### src/rtl/store_buffer.sv
// Post-commit store buffer: a DEPTH-entry FIFO of committed stores that drains
// to the data SRAM over req/ack and forwards bytes to execute-stage loads.
module store_buffer #(
    parameter int unsigned DEPTH  = 4,
    parameter int unsigned ADDR_W = 32,
    parameter int unsigned DATA_W = 32,
    parameter int unsigned MERGE  = 1
) (
    input  logic                         clk,
    input  logic                         resetn,
    input  logic                         st_valid,
    output logic                         st_ready,
    input  logic [ADDR_W-1:0]            st_addr,
    input  logic [DATA_W/8-1:0]          st_wstrb,
    input  logic [DATA_W-1:0]            st_wdata,
    input  logic [ADDR_W-1:0]            ld_addr,
    output logic [DATA_W/8-1:0]          ld_fwd_bmask,
    output logic [DATA_W-1:0]            ld_fwd_data,
    output logic                         mem_req,
    output logic [ADDR_W-1:0]            mem_addr,
    output logic [DATA_W/8-1:0]          mem_wstrb,
    output logic [DATA_W-1:0]            mem_wdata,
    input  logic                         mem_ack,
    output logic [$clog2(DEPTH+1)-1:0]   count,
    output logic                         empty
);

    localparam int unsigned NB    = DATA_W / 8;
    localparam int unsigned PTR_W = $clog2(DEPTH);
    localparam int unsigned CNT_W = $clog2(DEPTH + 1);
    localparam logic [ADDR_W-1:0] WORD_MASK = ~ADDR_W'(NB - 1);

    logic [ADDR_W-1:0] addr_q [DEPTH];
    logic [NB-1:0]     strb_q [DEPTH];
    logic [DATA_W-1:0] data_q [DEPTH];

    logic [PTR_W-1:0]  head_q, head_d;
    logic [PTR_W-1:0]  tail_q, tail_d;
    logic [CNT_W-1:0]  count_q, count_d;

    logic [ADDR_W-1:0] st_word;
    logic [ADDR_W-1:0] ld_word;
    logic [PTR_W-1:0]  young;
    logic              merge_hit;
    logic              push;
    logic              push_new;
    logic              pop;
    logic [PTR_W-1:0]  fwd_idx;

    assign st_word = st_addr & WORD_MASK;
    assign ld_word = ld_addr & WORD_MASK;
    assign young   = tail_q - PTR_W'(1);

    // count>=2 guarantees the youngest entry is not the head, which the SRAM may be sampling
    assign merge_hit = (MERGE != 0) && (count_q >= CNT_W'(2)) && (addr_q[young] == st_word);
    assign st_ready  = (count_q < CNT_W'(DEPTH)) || merge_hit;
    assign push      = st_valid && st_ready;
    assign push_new  = push && !merge_hit;
    assign pop       = mem_ack && (count_q != '0);

    assign mem_req   = (count_q != '0);
    assign mem_addr  = addr_q[head_q];
    assign mem_wstrb = strb_q[head_q];
    assign mem_wdata = data_q[head_q];
    assign count     = count_q;
    assign empty     = (count_q == '0);

    // Pointer and occupancy next state
    always_comb begin
        head_d  = head_q;
        tail_d  = tail_q;
        count_d = count_q;
        if (push_new) tail_d = tail_q + PTR_W'(1);
        if (pop)      head_d = head_q + PTR_W'(1);
        if (push_new && !pop)      count_d = count_q + CNT_W'(1);
        else if (!push_new && pop) count_d = count_q - CNT_W'(1);
    end

    always_ff @(posedge clk or negedge resetn) begin
        if (!resetn) begin
            head_q  <= '0;
            tail_q  <= '0;
            count_q <= '0;
        end else begin
            head_q  <= head_d;
            tail_q  <= tail_d;
            count_q <= count_d;
        end
    end

    // Entry storage: new stores go to tail, merges go to the youngest entry
    always_ff @(posedge clk or negedge resetn) begin
        if (!resetn) begin
            for (int i = 0; i < int'(DEPTH); i++) begin
                addr_q[i] <= '0;
                strb_q[i] <= '0;
                data_q[i] <= '0;
            end
        end else if (push_new) begin
            addr_q[tail_q] <= st_word;
            strb_q[tail_q] <= st_wstrb;
            data_q[tail_q] <= st_wdata;
        end else if (push) begin
            strb_q[young] <= strb_q[young] | st_wstrb;
            for (int b = 0; b < int'(NB); b++) begin
                if (st_wstrb[b]) data_q[young][b*8 +: 8] <= st_wdata[b*8 +: 8];
            end
        end
    end

    // Walk oldest to youngest so later matches override earlier ones per lane
    always_comb begin
        ld_fwd_bmask = '0;
        ld_fwd_data  = '0;
        fwd_idx      = '0;
        for (int i = 0; i < int'(DEPTH); i++) begin
            fwd_idx = head_q + PTR_W'(i);
            if ((CNT_W'(i) < count_q) && (addr_q[fwd_idx] == ld_word)) begin
                for (int b = 0; b < int'(NB); b++) begin
                    if (strb_q[fwd_idx][b]) begin
                        ld_fwd_bmask[b]        = 1'b1;
                        ld_fwd_data[b*8 +: 8]  = data_q[fwd_idx][b*8 +: 8];
                    end
                end
            end
        end
    end

endmodule

### config.mk
export PLATFORM = sky130hd
export DESIGN_NAME = store_buffer
export DESIGN_NICKNAME = d
export VERILOG_FILES = /design/src/rtl/store_buffer.sv
export SDC_FILE = /design/constraint.sdc
export NUM_CORES = 1
export LEC_CHECK = 0
export CAP_MARGIN = 0
export CORE_MARGIN = 1.5
export CORE_UTILIZATION = 30
export DETAILED_ROUTE_END_ITERATION = 8
export GPL_TIMING_DRIVEN = 0
export PLACE_DENSITY = 0.6
export REMOVE_ABC_BUFFERS = 1
export SKIP_LAST_GASP = 1
export SLEW_MARGIN = 20
export SYNTH_ARGS = -nofsm -noshare
export SYNTH_HDL_FRONTEND = slang
export SYNTH_SLANG_ARGS = --single-unit
### constraint.sdc
create_clock -name clk -period 8.4 [get_ports clk]
set_clock_uncertainty 0.05 [all_clocks]
set_input_delay 2.1 -clock clk [delete_from_list [all_inputs] [get_ports clk]]
set_output_delay 2.1 -clock clk [all_outputs]
set_load 0.03 [all_outputs]
# Word-level counts from Yosys, hierarchy flattened
# Cells that the tools add are included.
dict set report totals {
  ff_bits 279
  latchBits 0
  ramBits 0
  mem_bits_ro 0
  inputBits 104
  n_memories 0
}
dict set report classes {
  n_addsub 7
  n_mul 0
  div 0
  order_cmp 14
  eq_ne 5
  n_shift 0
  mux 120
  n_bitwise 7
  reduce_logical 20
}
# op n
set op_table {}
lappend op_table {{128-bit 2-to-1 mux} 12}
lappend op_table {{128-bit bitwise mux} 6}
lappend op_table {{32-bit 2-to-1 mux} 24}
lappend op_table {{32-bit binary-select mux with 2-bit select} 9}
lappend op_table {{32-bit demux with 2-bit select} 5}
lappend op_table {{32-bit equality test} 5}
lappend op_table {{8-bit 2-to-1 mux} 17}
lappend op_table {{4-bit 2-to-1 mux} 16}
lappend op_table {{16-bit 2-to-1 mux} 3}
lappend op_table {{4-bit binary-select mux with 2-bit select} 5}
lappend op_table {{16-bit bitwise mux} 2}
lappend op_table {{24-bit 2-to-1 mux} 1}
lappend op_table {{3-bit >= comparator, second input constant} 6}
lappend op_table {{2-bit inverter with 3-bit output} 6}
lappend op_table {{4-bit demux with 2-bit select} 2}
lappend op_table {{1-bit 2-to-1 mux} 16}
lappend op_table {{1-bit logical AND} 12}
lappend op_table {{1-bit by 3-bit less-than comparator with 1-bit output, first input constant} 2}
lappend op_table {{2-bit by 3-bit less-than comparator with 1-bit output, first input constant} 2}
lappend op_table {{3-bit by 1-bit less-than comparator with 1-bit output, second input constant} 2}
lappend op_table {{3-bit 2-to-1 mux} 2}
lappend op_table {{2-bit by 1-bit adder with 2-bit output, second input constant} 2}
lappend op_table {{2-bit adder, second input constant} 2}
lappend op_table {{4-bit bitwise OR} 1}
lappend op_table {{other kinds (10)} 13}

# Depth between registers and ports, before layout
dict set report depth {
  ltp_word 23
  ltp_mapped 21
  mapped_depth_nobuf 12
}

# Worst setup path after synthesis
# No wires, ideal clock.
dict set report synth_path {
  kind {input to output}
  start {input port ld_addr[21]}
  end {output port ld_fwd_data[0]}
  arrival_time_ps 5238
  t_required_ps 6250
  path_slack_ps 1012
  path_stages 12
  n_path_buf 4
  cell_sequence {clkbuf_1 > xor2_1 > or3b_1 > o22a_1 > or4_1 > clkbuf_1 > or3_1 > clkbuf_1 > clkbuf_1 > o221ai_1 > nand3_1 > a31oi_1}
}
dict set report synth_between {
  elab_chain_cells 9
  word_cells_on_any_way 15
}
# element line_no
set synth_lines {}
lappend synth_lines {{start: declaration} 16} ;# input logic [ADDR_W-1:0] ld_addr,
lappend synth_lines {{32-bit equality test} 118} ;# if ((CNT_W'(i) < count_q) && (addr_q[fwd_idx] == ld_word)) begin
lappend synth_lines {{1-bit logical AND} 118}
lappend synth_lines {{32-bit 2-to-1 mux} 118}
lappend synth_lines {{8-bit 2-to-1 mux} 120} ;# if (strb_q[fwd_idx][b]) begin
lappend synth_lines {{32-bit 2-to-1 mux} 118}
lappend synth_lines {{8-bit 2-to-1 mux} 120}
lappend synth_lines {{32-bit 2-to-1 mux} 118}
lappend synth_lines {{8-bit 2-to-1 mux} 120}
lappend synth_lines {{32-bit 2-to-1 mux (*)} 118}
lappend synth_lines {{end: declaration} 18} ;# output logic [DATA_W-1:0] ld_fwd_data,
# Mark *: on every way between the ends. The rest lies on a longest branch, timed or not.

# Final worst setup path
dict set report layout_path {
  start {input port ld_addr[14]}
  end {output port ld_fwd_data[22]}
}
# Same word-level chain as after synthesis.

==> summary.md <==
| Metric | Value |
|---|---|
| Clk root buf | clkbuf_16 |
| Commonest non-fill, non-tap cells in the layout | mux2i_1 (297), dfrtp_1 (268), mux2_2 (252), nand2_1 (207), clkdlybuf4s50_1 (175) |
| EDFF count, synth | 0 |
| First-pass GRT wire length | between 100,000 and 150,000 um |
| Logic gate share of total power | between 60% and 70% |
| Largest net degree at the start of global routing | between 100 and 150 |
| Slew Viols, Final | 0 |
| Predominant post-synthesis flop cell | dfrtp_1 |
| Routed length per instance | around 24 um |
| Hold Path Class | reg2reg |
| Worst reg2reg path depth | 14 |
| Die Wd | ~270 um |
| Slew @ Worst Pin | between 1000 and 1500 ps |
| CP required | 6250 ps |
| Tmin final | between 8000 and 9000 ps |
| Power share of the clock group | approximately 12% |
| Total congestion overflow | 0 |
| Final setup violating endpoints | 0 |
| # DRC | 0 |
| Synth Register Bits | 271 |
| Share of cells above drive strength 1 | between 20% and 30% |
| Post-synth ARST share | 100.0% |
| Clock-pin slew on the worst setup and hold paths | around 50 ps |
| Hold_buf cts | 0 |
| Synth top area share | 32.63% |
| Starting DRT DRC Count | 1,237 |
| Worst r2r src | tail_q[0] |
| Sequential element share of the synthesized area | 32.63% |
| Worst IR drop on VDD | 0.0002679 V |
| Hold Path Stages | 1 |
| # port buffers | between 200 and 250 |
| Global placement routability congestion | 0.9107 |
| Flop pwr share | 21.7% |
| Avg Cell Area, Syn | 10.57 um2 |
| Status | complete, no violations |
| Count of nets after finishing | 2,205 |
| Cells after Synth | 1,967 |
| Die ar. | ~0.07 mm2 |
| Worst-Skew Late Latency | 570 ps |
| Initial core utilization | roughly 30% |
| Detailed-route vias per instance | around 5.6 |
| Syn Std Cell Area | approximately 0.021 mm2 |
| Number of CTS-inserted buffers | 37 |
| Die Ht | ~270 um |
| Ports | ~210 |
| Max FO, Critical Path | 10 |
| Internal | roughly 6.5 mW |
| Placed Area | ~0.024 mm2 |
| Post-DP HPWL | 50,600 um |
| Pwr/cell area | around 490 mW/mm2 |
| LEAKAGE | about 10 nW |
| CP Capture Point | ld_fwd_data[22] |
| R2r endpoint | data_q[51] |
| CP Launch Type | primary input |
| Area Growth Syn to Fin | 21.41% |
| Total GRT Usage | 20.05% |
| CP Capture Type | primary output |
| Commonest non-fill, non-tap cell in the layout | mux2i_1 |
| Total power | around 12 mW |
| TritonRoute pass-1 iters | 5 |
| Total wire length | between 70,000 and 80,000 um |
| Fmax | about 0.12 GHz |
| Hold_ws | 476.4 ps |
| CTS Buffer Depth | 3 |
| Synth Warn # | 0 |
| Sw Pwr | approximately 5.9 mW |
| # rows | 96 |
| Post-layout util | 36.79% |
| H-tree Lvls | 2 |
| Core Region | around 0.069 mm2 |
| R2r setup slk | between 1500 and 2000 ps |
| Hold Violations, Final | 0 |
| Vias in the first global route | around 17,000 |
| Sink Count | 271 |
| RSZ-0062 raised after global routing | yes |
| Crit path launch | ld_addr[14] |
| Slew HR | a little under a quarter |
| Via count | roughly 17,000 |
| CTS tree | yes |
| Synth unique cells | 65 |
| Post-synth top area cell | dfrtp_1 |
| Max_cap viols | 0 |
| Tcrit/Tclk final | a little over nine tenths |
| WS Path Type | in2out |
| Design area | 0.02523 mm2 |
| Post-route ant nets | 0 |
| CP Data Arrival Time | between 6000 and 7000 ps |
| Sw Ratio | a little under half |
| Initial antenna violation count | 7 |
| Synth area leaders | dfrtp_1 (33%), mux2i_1 (14%), mux2_2 (14%) |
| Setup TNS | 0 ps |
==> how the worst min path moves through the flow <==
| stage | from | endpoint | slack (ps) |
|---|---|---|---|
| after global placement | data_q[98] | data_q[98] | 450 |
| after CTS | data_q[75] | data_q[75] | 480 |
| after floorplan | addr_q[35] | addr_q[35] | 430 |
| final | data_q[34] | data_q[34] | 480 |
| after detailed placement | data_q[34] | data_q[34] | 460 |
| after global routing | data_q[2] | data_q[2] | 500 |
==> synth_stat cells (all sizes together) (42+ instances only) <==
cell type and instances:
mux2i 297, dfrtp 271, mux2 252, nand2 209, buf 107, xnor2 102, mux4 71, clkbuf 61
o221ai 57, nor2 54, a21oi 49, xor2 49, o21ai 45, nand3 42
==> repair_timing <==
| action | 4_1_cts | 5_1_grt |
|---|---|---|
| pin swaps | 7 | 1 |
| setup buffers | 17 | 3 |
| setup endpoints to repair | 36 | 9 |
| resized for setup | 46 | 8 |
==> registers in the layout, indices dropped and copies added (netlist names) <==
| register | cells |
|---|---|
| strb_q | 16 |
| head_q | 2 |
| tail_q | 2 |
| count | 3 |
| data_q | 128 |
| addr_q | 120 |
==> logic make-up (layout without fill, tap and decap cells) <==
family / after synthesis / in the layout / synth area share (%)
AOI/OAI and AO/OA: 308 / 308 / 11.11
buffers and inverters: 197 / 338 / 4.497
xor gates and xnor gates: 151 / 151 / 6.363
other: 1 / 4 / 0.01804
muxes: 620 / 620 / 35.65
DFF: 271 / 271 / 32.63
and+or+nand+nor: 405 / 405 / 8.886
adders and majority gates: 14 / 14 / 0.8428
==> final cells by class <==
type | count | area (um2)
Antenna cell | 2 | 5.005
Clock buffer | 51 | 1039
Clock inverter | 10 | 87.58
Fill cell | 6645 | 43350
Inverter | 29 | 116.4
Multi-Input combinational cell | 1500 | 13250
Sequential cell | 271 | 6793
Tap cell | 931 | 1165
Timing Repair Buffer | 248 | 2775
==> power groups by stage <==
stage	clock network, mW	registers, mW	logic (mW)
after floorplan	0	2.82	5.91
after global placement	0	3.02	7.85
after detailed placement	0	2.70	8.10
after CTS	1.56	2.67	8.12
after global routing	1.61	2.79	8.65
final	1.51	2.68	8.14
==> stage by stage <==
| stage | cells | worst slack [ps] |
|---|---|---|
| 2_1_floorplan | 1800 | -6673 |
| 3_3_place_gp | 2938 | -14920 |
| 3_5_place_dp | 2959 | -889.9 |
| 4_1_cts | 3037 | 2.700 |
| 5_1_grt | 3041 | -30.91 |
| 6_report | 3042 | 84.82 |
==> metal layers <==
| metal | GRT usage (%) | part of all wire, % |
|---|---|---|
| met1 | 25.74 | 42 |
| met2 | 33.13 | 47 |
| met3 | 4.298 | 6.8 |
| met4 | 7.141 | 3.4 |
| met5 | 0 | 0.098 |
==> critical path: stages <==
cell,delay [ps]
clkdlybuf4s50_1,800
xor2_1,290
o2111ai_1,190
a221o_1,370
nor4_1,290
o2111a_2,490
and2_1,450
a211oi_1,90
o31ai_1,320
clkdlybuf4s50_1,750
Note: power is estimated with default switching activity, not from simulation.
